File: src/rtl/pipe_pkg.sv
// Shared pipeline definitions: forwarding-select encodings, the hazard scoreboard
// entry and the opcode constants also used by the control unit.
package pipe_pkg;

  localparam int REG_W = 5;

  localparam logic [1:0] FWD_RF  = 2'b00;
  localparam logic [1:0] FWD_WB  = 2'b01;
  localparam logic [1:0] FWD_MEM = 2'b10;

  localparam logic [4:0] OP_LW     = 5'b00000;
  localparam logic [4:0] OP_SW     = 5'b01000;
  localparam logic [4:0] OP_ADDI   = 5'b00100;
  localparam logic [4:0] OP_RTYPE  = 5'b01100;
  localparam logic [4:0] OP_BRANCH = 5'b11000;
  localparam logic [4:0] OP_JAL    = 5'b11011;

  // Source fields are only meaningful in the EX entry; MEM/WB carry them along unused.
  typedef struct packed {
    logic             valid;
    logic [REG_W-1:0] rd;
    logic             regwrite;
    logic             memtoreg;
    logic [REG_W-1:0] rs1;
    logic [REG_W-1:0] rs2;
    logic             use_rs1;
    logic             use_rs2;
  } sb_entry_t;

  localparam sb_entry_t SB_BUBBLE = '0;

  // x0 is hardwired, so an entry targeting it never produces a value worth tracking.
  function automatic logic is_writer(input sb_entry_t e);
    return e.valid && e.regwrite && (e.rd != '0);
  endfunction

  function automatic logic src_hit(input logic use1, input logic [REG_W-1:0] rs1,
                                   input logic use2, input logic [REG_W-1:0] rs2,
                                   input sb_entry_t e);
    return is_writer(e) && ((use1 && (rs1 == e.rd)) || (use2 && (rs2 == e.rd)));
  endfunction

endpackage

File: src/rtl/sat_counter.sv
// Event counter that sticks at all-ones instead of wrapping; frozen while hold is high.
module sat_counter #(
  parameter int W = 16
) (
  input  logic         clk,
  input  logic         rst,
  input  logic         inc,
  input  logic         hold,
  output logic [W-1:0] count
);

  logic [W-1:0] count_q, count_d;

  always_comb begin
    count_d = count_q;
    if (inc && !hold && (count_q != '1)) count_d = count_q + W'(1);
  end

  always_ff @(posedge clk) begin
    if (rst) count_q <= '0;
    else     count_q <= count_d;
  end

  assign count = count_q;

endmodule

File: src/rtl/pipeline_hazard_ctrl.sv
// Hazard controller for a 5-stage pipeline: shadow scoreboard of EX/MEM/WB destinations,
// load-use stalls, MEM-stage redirect flushes and EX operand forwarding selects.
module pipeline_hazard_ctrl
  import pipe_pkg::*;
#(
  parameter int FWD_EN    = 1,
  parameter int RF_BYPASS = 1,
  parameter int CNT_W     = 16
) (
  input  logic             clk,
  input  logic             rst,
  input  logic             id_valid,
  input  logic [REG_W-1:0] id_rs1,
  input  logic [REG_W-1:0] id_rs2,
  input  logic             id_use_rs1,
  input  logic             id_use_rs2,
  input  logic [REG_W-1:0] id_rd,
  input  logic             id_regwrite,
  input  logic             id_memtoreg,
  input  logic             mem_redirect,
  input  logic             ext_hold,
  output logic             pc_en,
  output logic             ifid_en,
  output logic             ifid_flush,
  output logic             idex_flush,
  output logic             exmem_flush,
  output logic             idex_en,
  output logic             exmem_en,
  output logic             memwb_en,
  output logic [1:0]       fwd_a,
  output logic [1:0]       fwd_b,
  output logic [CNT_W-1:0] stall_cnt,
  output logic [CNT_W-1:0] flush_cnt
);

  sb_entry_t ex_q, ex_d, mem_q, mem_d, wb_q, wb_d;
  sb_entry_t id_e;
  logic      haz_ex, haz_mem, haz_wb, stall_raw, stall;
  logic      stall_evt, flush_evt;

  always_comb begin
    id_e          = SB_BUBBLE;
    id_e.valid    = id_valid;
    id_e.rd       = id_rd;
    id_e.regwrite = id_regwrite;
    id_e.memtoreg = id_memtoreg;
    id_e.rs1      = id_rs1;
    id_e.rs2      = id_rs2;
    id_e.use_rs1  = id_use_rs1;
    id_e.use_rs2  = id_use_rs2;
  end

  assign haz_ex  = src_hit(id_use_rs1, id_rs1, id_use_rs2, id_rs2, ex_q);
  assign haz_mem = src_hit(id_use_rs1, id_rs1, id_use_rs2, id_rs2, mem_q);
  assign haz_wb  = src_hit(id_use_rs1, id_rs1, id_use_rs2, id_rs2, wb_q);

  // With forwarding only a load still in EX is too late; without it every older writer blocks.
  assign stall_raw = (FWD_EN != 0) ? (haz_ex && ex_q.memtoreg)
                                   : (haz_ex || haz_mem || ((RF_BYPASS == 0) && haz_wb));
  assign stall     = id_valid && stall_raw;

  always_comb begin
    pc_en       = 1'b1;
    ifid_en     = 1'b1;
    idex_en     = 1'b1;
    exmem_en    = 1'b1;
    memwb_en    = 1'b1;
    ifid_flush  = 1'b0;
    idex_flush  = 1'b0;
    exmem_flush = 1'b0;
    stall_evt   = 1'b0;
    flush_evt   = 1'b0;
    ex_d        = ex_q;
    mem_d       = mem_q;
    wb_d        = wb_q;
    if (rst) begin
      ex_d  = SB_BUBBLE;
      mem_d = SB_BUBBLE;
      wb_d  = SB_BUBBLE;
    end else if (ext_hold) begin
      pc_en    = 1'b0;
      ifid_en  = 1'b0;
      idex_en  = 1'b0;
      exmem_en = 1'b0;
      memwb_en = 1'b0;
    end else if (mem_redirect) begin
      // The branch itself retires through WB; everything younger is squashed.
      ifid_flush  = 1'b1;
      idex_flush  = 1'b1;
      exmem_flush = 1'b1;
      flush_evt   = 1'b1;
      ex_d        = SB_BUBBLE;
      mem_d       = SB_BUBBLE;
      wb_d        = mem_q;
    end else if (stall) begin
      pc_en      = 1'b0;
      ifid_en    = 1'b0;
      idex_flush = 1'b1;
      stall_evt  = 1'b1;
      ex_d       = SB_BUBBLE;
      mem_d      = ex_q;
      wb_d       = mem_q;
    end else begin
      ex_d  = id_e;
      mem_d = ex_q;
      wb_d  = mem_q;
    end
  end

  always_ff @(posedge clk) begin
    if (rst) begin
      ex_q  <= SB_BUBBLE;
      mem_q <= SB_BUBBLE;
      wb_q  <= SB_BUBBLE;
    end else begin
      ex_q  <= ex_d;
      mem_q <= mem_d;
      wb_q  <= wb_d;
    end
  end

  // MEM wins over WB because it holds the younger value; a load in MEM has no data yet.
  function automatic logic [1:0] fwd_sel(input logic use_src, input logic [REG_W-1:0] src);
    logic [1:0] sel;
    sel = FWD_RF;
    if (use_src) begin
      if (is_writer(mem_q) && !mem_q.memtoreg && (mem_q.rd == src)) sel = FWD_MEM;
      else if (is_writer(wb_q) && (wb_q.rd == src))                  sel = FWD_WB;
    end
    return sel;
  endfunction

  always_comb begin
    fwd_a = FWD_RF;
    fwd_b = FWD_RF;
    if ((FWD_EN != 0) && !rst && ex_q.valid) begin
      fwd_a = fwd_sel(ex_q.use_rs1, ex_q.rs1);
      fwd_b = fwd_sel(ex_q.use_rs2, ex_q.rs2);
    end
  end

  sat_counter #(.W(CNT_W)) u_stall_cnt (
    .clk   (clk),
    .rst   (rst),
    .inc   (stall_evt),
    .hold  (ext_hold),
    .count (stall_cnt)
  );

  sat_counter #(.W(CNT_W)) u_flush_cnt (
    .clk   (clk),
    .rst   (rst),
    .inc   (flush_evt),
    .hold  (ext_hold),
    .count (flush_cnt)
  );

endmodule

File: config.mk
export PLATFORM = sky130hd
export DESIGN_NAME = pipeline_hazard_ctrl
export DESIGN_NICKNAME = d
export VERILOG_FILES = /design/src/rtl/pipe_pkg.sv /design/src/rtl/sat_counter.sv /design/src/rtl/pipeline_hazard_ctrl.sv
export SDC_FILE = /design/constraint.sdc
export NUM_CORES = 1
export LEC_CHECK = 0
export BUFFER_PORTS_ARGS = -buffer_cell sky130_fd_sc_hd__buf_2
export CAP_MARGIN = 5
export CORE_UTILIZATION = 50
export DETAILED_ROUTE_END_ITERATION = 8
export PLACE_DENSITY = 0.76
export SLEW_MARGIN = 15
export SYNTH_ARGS = -nofsm -noshare
export SYNTH_HDL_FRONTEND = slang
export SYNTH_SLANG_ARGS = --single-unit
File: constraint.sdc
create_clock -name clk -period 4 [get_ports clk]
set_input_delay 0.4 -clock clk [delete_from_list [all_inputs] [get_ports clk]]
set_output_delay 0.4 -clock clk [all_outputs]
set_load 0.01 [all_outputs]
==> results of run 1 <==
sequential cells by signal, summed over array words and instances, names as in the netlist:
register,cells
wb_q,7
ex_q,20
mem_q,8
u_stall_cnt.count,16
u_flush_cnt.count,16
placed cells by master (no fill, tap or decap), types with 12 or more instances in the layout:
| master | n |
|---|---|
| mux2i_1 | 12 |
| xor2_1 | 24 |
| dfxtp_1 | 67 |
| buf_2 | 67 |
| xnor2_1 | 14 |
| a21oi_1 | 22 |
| a22o_1 | 19 |
| nor2_1 | 34 |
| nand3_1 | 12 |
| or4_1 | 12 |
worst max-delay path, cell delays in order, from the launching register on:
cell and delay [ns]:
dfxtp_1 0.38, or4_1 0.57, o2111ai_2 0.36, nor3_1 0.11, a21oi_1 0.23, buf_2 0.18
per-layer routing:
layer	wire length, um	GRT usage, %	up-vias
met5	0	0	-
met4	100	9.091	0
met3	212	3.561	9
met2	3583	33.70	50
met1	3625	30.32	1379
li1	-	-	1442
cell usage after synthesis, types with 4 or more instances:
cell	instances	share of area, %
a21oi_1	22	3.3
a22o_1	19	5.0
and3_1	9	1.7
and4_1	6	1.6
buf_4	5	1.1
clkbuf_1	12	1.4
dfxtp_1	67	40
mux2_2	4	1.4
mux2i_1	12	3.6
nand2_1	11	1.2
nand2b_1	4	0.75
nand3_1	12	1.8
nand4_1	8	1.5
nor2_1	34	3.8
nor2b_1	8	1.5
nor3_1	7	1.1
nor3b_1	9	2.0
nor4_1	5	0.94
o21ai_0	7	1.1
o31ai_1	8	1.8
or3_1	4	0.75
or4_1	12	2.7
xnor2_1	14	3.7
xor2_1	24	6.3
worst paths after layout:
check	slack, ns	from	end	cells after the start
setup reg to reg	1.73	ex_q[15]$_SDFFE_PP0N_	ex_q[11]$_SDFFE_PP0N_	4
hold / removal	0.27	id_rd[1]	ex_q[15]$_SDFFE_PP0N_	2
setup / recovery	1.43	ex_q[15]$_SDFFE_PP0N_	pc_en	5
hold reg to reg	0.50	ex_q[1]$_SDFFE_PP0N_	ex_q[1]$_SDFFE_PP0N_	1
power groups by stage:
stage / sequential [mW] / clock [mW] / combinational (mW)
after detailed placement: 0.705 / 0 / 0.0851
after global routing: 0.691 / 0.596 / 0.0939
final: 0.690 / 0.556 / 0.0858
after floorplan: 0.701 / 0 / 0.0587
after CTS: 0.690 / 0.569 / 0.0861
after global placement: 0.705 / 0 / 0.0833
layout make-up:
cell class / instances / area share [%]
Inverter: 3 / 0.2932
Timing Repair Buffer: 70 / 9.316
Clock inverter: 5 / 1.368
Multi-Input combinational cell: 266 / 47.92
Clock buffer: 11 / 3.681
Sequential cell: 67 / 34.92
Tap cell: 77 / 2.508
logic make-up (layout without fill, tap and decap cells):
logic type,count (synthesis),in the layout
DFF,67,67
buffers and inverters,28,89
muxes,18,18
and+or+nand+nor,137,137
xor gates and xnor gates,38,38
adders and majority gates,2,2
AOI/OAI and AO/OA,71,71
stage by stage:
stage / total power, mW / cell area [um^2] / std cells / hold slack, ns
after global routing: 1.382 / 3841 / 499 / 0.2585
after detailed placement: 0.7902 / 3647 / 483 / 0.4766
after CTS: 1.344 / 3841 / 499 / 0.2583
final: 1.331 / 3841 / 499 / 0.2666
after global placement: 0.7881 / 3647 / 483 / 0.4601
after floorplan: 0.7602 / 3331 / 361 / 0.4418
==> results.ini, run 1 <==
[yosys]
synth_cell_types=49
synth_xor_area_share_pct=9.992
async_flop_share_pct=0
ys_seq_elements=67
synthMuxAreaShare_pct=5.635
syn_inst=361
syn_area_per_cell_um2=9.226
ys_seq_area_share_pct=40.27
synth_edf_count=0
synth_area_um2=3331
synth_simple_gate_area_share_pct=23.59
yosys_warnings=0
synth_compound_gate_area_share_pct=15.29
synth_top_family_by_area=simple AND/OR/NAND/NOR gates
syn_nets=387
ys.flop_type=dfxtp_1
synth_fa_ha_area_share_pct=0.7513

[die]
die_height_um=83.62
start_util_pct=52.16
dieArea_um2=6991
dieWidth_um=83.62
rows=29
ios=68
core-area_um2=6386

[detailed_routing]
wl_per_cell_um=15.07
ant_nets=0
viasPerCell=5.772
post-route-drc-count=0
first_pass_iters=4
num_vias=2880
drtIter0Drc=166
finalWirelength_mm=7.521

[outcome]
status=finished clean

[worst_setup_path]
crit_required_ns=3.60
cp_max_fo=7
path_class=reg -> out
worst_ep_arrival_time_ns=2.17
end_kind=output port
cp-start-kind=register

[timing]
period_share_pct=64.28
max_slew_margin_pct=51.19
rsz0062_at_grt=false
finalSetupTns_ns=0
fin_crit_ns=2.571
worst_slew_pin_slew_ns=0.7322
finalClockSkew_ns=0.008755
slew_viol_final=0
fmax_mhz=388.9
hold_violations=0
finalSetupViolCount=0
fin_ws_ns=1.429

[finish]
drive_above_1_share_pct=22.75
fillers=557
multi_input_area_um2=1841
regArea_um2=1341
syn2layout_area_growth_pct=15.33
nets=443
diodes=0
finalCoreUtilization_pct=60.15

[clock_tree]
clkSlewWorstSetupHoldPaths_ns=0.08
numCtsBuffers=9
cts_setup_buffers=0
htreeDepth=3
clk_path_buf_depth=2
cts_tree=done
clock_sinks=67
cts_resized=0
root_buffer=clkbuf_8
clock_latency_ns=0.34
cts_hold_buf=0

[power_and_ir_drop]
p_leak_nw=1.655
p_int_mw=1.015
p_comb_share_pct=6.4
power_frac_seq_pct=51.8
ir_drop_v=0.0002225
power_frac_clock_pct=41.8
power_density_nw_per_um2=346.6
switching_share_pct=23.75
p_switching_mw=0.3162

[global_routing]
grt_antenna_before_repair=0
grt_pass1_vias=2586
grt_usage_pct=21.84
grt_max_degree=33
grt_pass1_wl_mm=12.44
grt_overflow=0

[place]
pre_cts_ws_ns=1.559
gp_congestion=0.8390
place_hpwl_mm=5.252
io_buffers=67

[flow_run]
maxCapViolCount=0

[worst_hold_path]
min_path_type=in -> reg

Note: power is estimated with default switching activity, not from simulation.
==> inputs of run 2 (changes only) <==
Clock period 4 ns to 2.7 ns, I/O delays scaled along.
==> run 2 against run 1 <==
Setup slack got worse by 1.1 ns. First-iteration DRC count increased by 19%. Routed wire length increased by 2.0%. Register-to-register slack worse by 1.2 ns. Clock-buffer cell count unchanged. Cell count is 0.40% higher. Sequential share of layout area down 0.43 points. Clock power is 70% higher. Total power rose by 57%. Critical path type unchanged. Largest cell class unchanged. Highest routed layer unchanged.
==> results.ini, run 2 (synthesis results as in run 1) <==
[finish]
layout.cells.non_filler=501
final_cell_mix=dfxtp_1 (67), buf_2 (67), nor2_1 (34)
fillers=562
drive_above_1_share_pct=23.35
syn2layout_area_growth_pct=16.75
nets=445
regArea_um2=1341
diodes=0
multi_input_area_um2=1841
largest-register=ex_q
largest_reg_flops=20

[timing]
fin_crit_ns=2.412
hold_violations=0
finalClockSkew_ns=0.008204
worst_slew_pin_slew_ns=0.7011
rsz0062_at_grt=false
slew_viol_final=0
fmax_mhz=414.6
max_slew_margin_pct=53.26
finalSetupViolCount=0
finalSetupTns_ns=0
period_share_pct=89.33

[power_and_ir_drop]
p_comb_share_pct=6.1
power_density_nw_per_um2=539.0
p_leak_nw=1.685
ir_drop_v=0.0004051
power_frac_seq_pct=48.8
p_switching_mw=0.4719
switching_share_pct=22.51
p_int_mw=1.624
power_frac_clock_pct=45.1

[die]
ios=68
die_height_um=83.62
core-area_um2=6386
rows=29
dieWidth_um=83.62
dieArea_um2=6991
start_util_pct=52.16

[detailed_routing]
drtIter0Drc=198
wl_per_cell_um=15.31
first_pass_iters=4
num_vias=2923
ant_nets=0
viasPerCell=5.834
finalWirelength_mm=7.671
post-route-drc-count=0

[global_routing]
grt_overflow=0
grt_pass1_vias=2620
grt_max_degree=31
grt_antenna_before_repair=0
grt_usage_pct=22.17
grt_pass1_wl_mm=12.57

[clock_tree]
cts_resized=0
clock_sinks=67
clkSlewWorstSetupHoldPaths_ns=0.07
root_buffer=clkbuf_8
clk_path_buf_depth=2
htreeDepth=3
cts_setup_buffers=0
cts_hold_buf=0
cts_tree=done
clock_latency_ns=0.34
numCtsBuffers=9

[worst_setup_path]
critical_path.max_stage_delay_ns=0.37
cp-start-kind=register
end_kind=output port
cp_max_fo=30
worst_ep_arrival_time_ns=2.14
crit_chain=xor2_1 -> nor4_1 -> a32oi_1 -> buf_4 -> nor3_1 -> a21oi_1 -> buf_2
crit_family=simple AND/OR/NAND/NOR gates
crit_buf_inv=2
path_class=reg -> out
crit_required_ns=2.43
slowest_stage=dfxtp_1

[outcome]
status=finished clean

[place]
place_inst=485
place_hpwl_mm=5.371
io_buffers=67
gp_congestion=0.9473

[worst_hold_path]
min_path_type=in -> reg

[flow_run]
maxCapViolCount=0

==> run 2: area by class of cell <==
cell class | count | share of cell area [%]
Timing Repair Buffer | 72 | 9.588
Tap cell | 77 | 2.477
Sequential cell | 67 | 34.49
Clock inverter | 5 | 1.931
Clock buffer | 11 | 3.893
Inverter | 3 | 0.2896
Multi-Input combinational cell | 266 | 47.33
==> run 2: final timing paths <==
| path | startpoint | cells after the start | slack, ns | to |
|---|---|---|---|---|
| worst max-delay path | ex_q[17]$_SDFFE_PP0N_ | 7 | 0.29 | pc_en |
| worst min-delay path | id_rd[4] | 2 | 0.14 | ex_q[18]$_SDFFE_PP0N_ |
| worst max register to register | ex_q[15]$_SDFFE_PP0N_ | 4 | 0.54 | ex_q[12]$_SDFFE_PP0N_ |
| worst min register to register | ex_q[1]$_SDFFE_PP0N_ | 1 | 0.49 | ex_q[1]$_SDFFE_PP0N_ |
==> run 2: worst reg2reg max path, stage by stage (launching register included) <==
cell and delay [ns]:
dfxtp_1 0.36, or4_1 0.55, o2111ai_2 0.33, o31a_1 0.63
a22o_1 0.22
==> run 2: metal layers <==
metal,up-vias,wire (um),track usage (%),share of wire (%)
li1,1446,-,-,-
met1,1383,3478,28.55,45
met2,78,3663,36.36,48
met3,16,398,4.748,5.2
met4,0,131,8.475,1.7
met5,-,0,0,0
==> run 2: through the flow <==
stage | power [mW] | worst slack, ns | area, um^2 | hold slack [ns] | utilization [%]
after floorplan | 1.126 | 0.7454 | 3331 | 0.3957 | -
after global placement | 1.170 | 0.5133 | 3662 | 0.4676 | 57.35
after detailed placement | 1.173 | 0.4557 | 3662 | 0.4619 | 57.35
after CTS | 2.113 | 0.2674 | 3889 | 0.1284 | 60.89
after global routing | 2.170 | 0.1498 | 3889 | 0.1386 | 60.89
final | 2.096 | 0.2882 | 3889 | 0.1371 | 60.89
==> run 2: power groups by stage <==
| stage | logic, mW | registers, mW | clock network, mW |
|---|---|---|---|
| after floorplan | 0.0870 | 1.04 | 0 |
| after global placement | 0.125 | 1.04 | 0 |
| after detailed placement | 0.128 | 1.05 | 0 |
| after CTS | 0.128 | 1.02 | 0.963 |
| after global routing | 0.142 | 1.02 | 1.01 |
| final | 0.128 | 1.02 | 0.946 |
==> inputs of run 3 (changes only) <==
Settings changed: CELL_PAD_IN_SITES_DETAIL_PLACEMENT set to 0, CELL_PAD_IN_SITES_GLOBAL_PLACEMENT set to 1, CORE_UTILIZATION 50 to 41, PLACE_DENSITY 0.76 to 0.81.
==> run 3 against run 2 <==
Fmax increased by 1.7%. Register-to-register slack improved by 0.03 ns. Core utilization decreased by 10 points. Sequential power about the same. Total power increased by 4.5%. Sequential share of layout area decreased by 0.72 points. Via count decreased by 3.0%. Sequential cell count unchanged. Non-clock buffer count increased by 2. Critical path type unchanged. Critical endpoint is now fwd_b[0]. Largest cell class unchanged. Highest routed layer unchanged.
==> results.ini, run 3 (synthesis results as in run 1) <==
[global_routing]
grt_usage_pct=19.55
grt_antenna_before_repair=0
grt_pass1_wl_mm=13.20
grt_pass1_vias=2668
grt_max_degree=46
grt_overflow=0

[clock_tree]
clock_latency_ns=0.34
cts_resized=0
htreeDepth=3
cts_hold_buf=0
numCtsBuffers=9
clock_sinks=67
clk_path_buf_depth=2
cts_tree=done
cts_setup_buffers=0
clkSlewWorstSetupHoldPaths_ns=0.08
root_buffer=clkbuf_8

[detailed_routing]
wl_per_cell_um=14.79
first_pass_iters=4
ant_nets=0
finalWirelength_mm=7.808
highest-signal-layer=met4
post-route-drc-count=0
wl_met2_mm=3.611
routed-wl-met3_um=194
viasPerCell=5.367
met1Wirelength_mm=3.927
num_vias=2834
drtIter0Drc=106

[power_and_ir_drop]
power_density_nw_per_um2=551.6
fin_total_pwr_mw=2.191
p_leak_nw=1.707
p_int_mw=1.702
switching_share_pct=22.32
p_comb_share_pct=6.1
p_switching_mw=0.4889
power_frac_seq_pct=46.6
power_frac_clock_pct=47.3
ir_drop_v=0.0002944

[finish]
fillers=750
diodes=0
largest_reg_flops=20
final_cell_mix=dfxtp_1 (67), buf_2 (67), nor2_1 (34)
nets=447
drive_above_1_share_pct=23.71
layout.cells.non_filler=528
syn2layout_area_growth_pct=19.23
largest-register=ex_q

[timing]
finalClockSkew_ns=0.008715
finalSetupViolCount=0
fin_crit_ns=2.371
finalSetupTns_ns=0
rsz0062_at_grt=false
hold_violations=0
slew_viol_final=0
period_share_pct=87.80
fmax_mhz=421.8
worst_slew_pin_slew_ns=0.5106
max_slew_margin_pct=65.89

[worst_setup_path]
crit_start=mem_q[16]$_SDFFE_PP0N_
end_kind=output port
cp-endpoint=fwd_b[0]
r2r-end=u_stall_cnt.count[10]$_SDFFE_PP0P_
reg2reg_setup_slack_ns=0.57
worst_ep_arrival_time_ns=2.10
reg2reg_depth=5
cp-start-kind=register
timing.rr.start=u_stall_cnt.count[0]$_SDFFE_PP0P_
path_class=reg -> out
crit_required_ns=2.43
cp_max_fo=5

[die]
core-area_um2=7807
rows=32
die_height_um=92.13
start_util_pct=42.66
dieArea_um2=8488
ios=68
dieWidth_um=92.13

[worst_hold_path]
min_path_type=in -> reg

[place]
place_inst=512
gp_congestion=0.7844
place_hpwl_mm=5.488
io_buffers=67

[outcome]
status=finished clean

[flow_run]
maxCapViolCount=0

[run 3: cell types whose count changed in the layout (fill, tap and decap cells not counted), sizes merged]
| cell | delta |
|---|---|
| bufinv | +1 |
| clkbuf | -1 |
| buf | +2 |
[run 3: worst min path at each step]
stage,startpoint,endpoint,slack (ns),cells after the start
2_1_floorplan,id_rs2[0],ex_q[2]$_SDFFE_PP0N_,0.40,1
3_3_place_gp,ex_q[1]$_SDFFE_PP0N_,ex_q[1]$_SDFFE_PP0N_,0.46,1
3_5_place_dp,ex_q[1]$_SDFFE_PP0N_,ex_q[1]$_SDFFE_PP0N_,0.46,1
4_1_cts,id_rd[2],ex_q[16]$_SDFFE_PP0N_,0.13,2
5_1_grt,id_rd[0],ex_q[14]$_SDFFE_PP0N_,0.12,2
6_report,id_memtoreg,ex_q[12]$_SDFFE_PP0N_,0.14,2
[run 3: area by class of cell]
| class | count | area [um^2] | area share, % |
|---|---|---|---|
| tap | 102 | 127.6 | 3.214 |
| timing repair buffer | 74 | 400.4 | 10.08 |
| sequential | 67 | 1341 | 33.77 |
| clock buffer | 10 | 137.6 | 3.466 |
| multi-input combinational | 266 | 1841 | 46.35 |
| inverter | 3 | 11.26 | 0.2836 |
| clock inverter | 6 | 112.6 | 2.836 |
[run 3: critical path, stage by stage (launching register included)]
cell and delay (ns):
dfxtp_1 0.39, or4_1 0.52, o21ai_0 0.27, nor4_1 0.14, nor4_1 0.27, buf_2 0.17
[run 3: per-stage QoR]
stage / utilization [%] / area [um^2] / hold slack, ns / worst slack [ns]
3_5_place_dp: 47.66 / 3721 / 0.4614 / 0.5968
2_1_floorplan: - / 3331 / 0.3957 / 0.7454
3_3_place_gp: 47.66 / 3721 / 0.4568 / 0.5960
4_1_cts: 50.87 / 3971 / 0.1271 / 0.2943
6_report: 50.87 / 3971 / 0.1444 / 0.3295
5_1_grt: 50.87 / 3971 / 0.1227 / 0.1590
[run 3: per-layer routing]
metal,track usage [%],vias up
li1,-,1443
met1,26.46,1343
met2,30.53,42
met3,4.478,6
met4,6.641,0
met5,0,-
[run 3: power by group through the flow]
stage | combinational, mW | sequential [mW] | clock, mW
after CTS | 0.134 | 1.02 | 1.06
after global placement | 0.131 | 1.05 | 0
after global routing | 0.147 | 1.02 | 1.11
after detailed placement | 0.133 | 1.05 | 0
after floorplan | 0.0870 | 1.04 | 0
final | 0.133 | 1.02 | 1.04
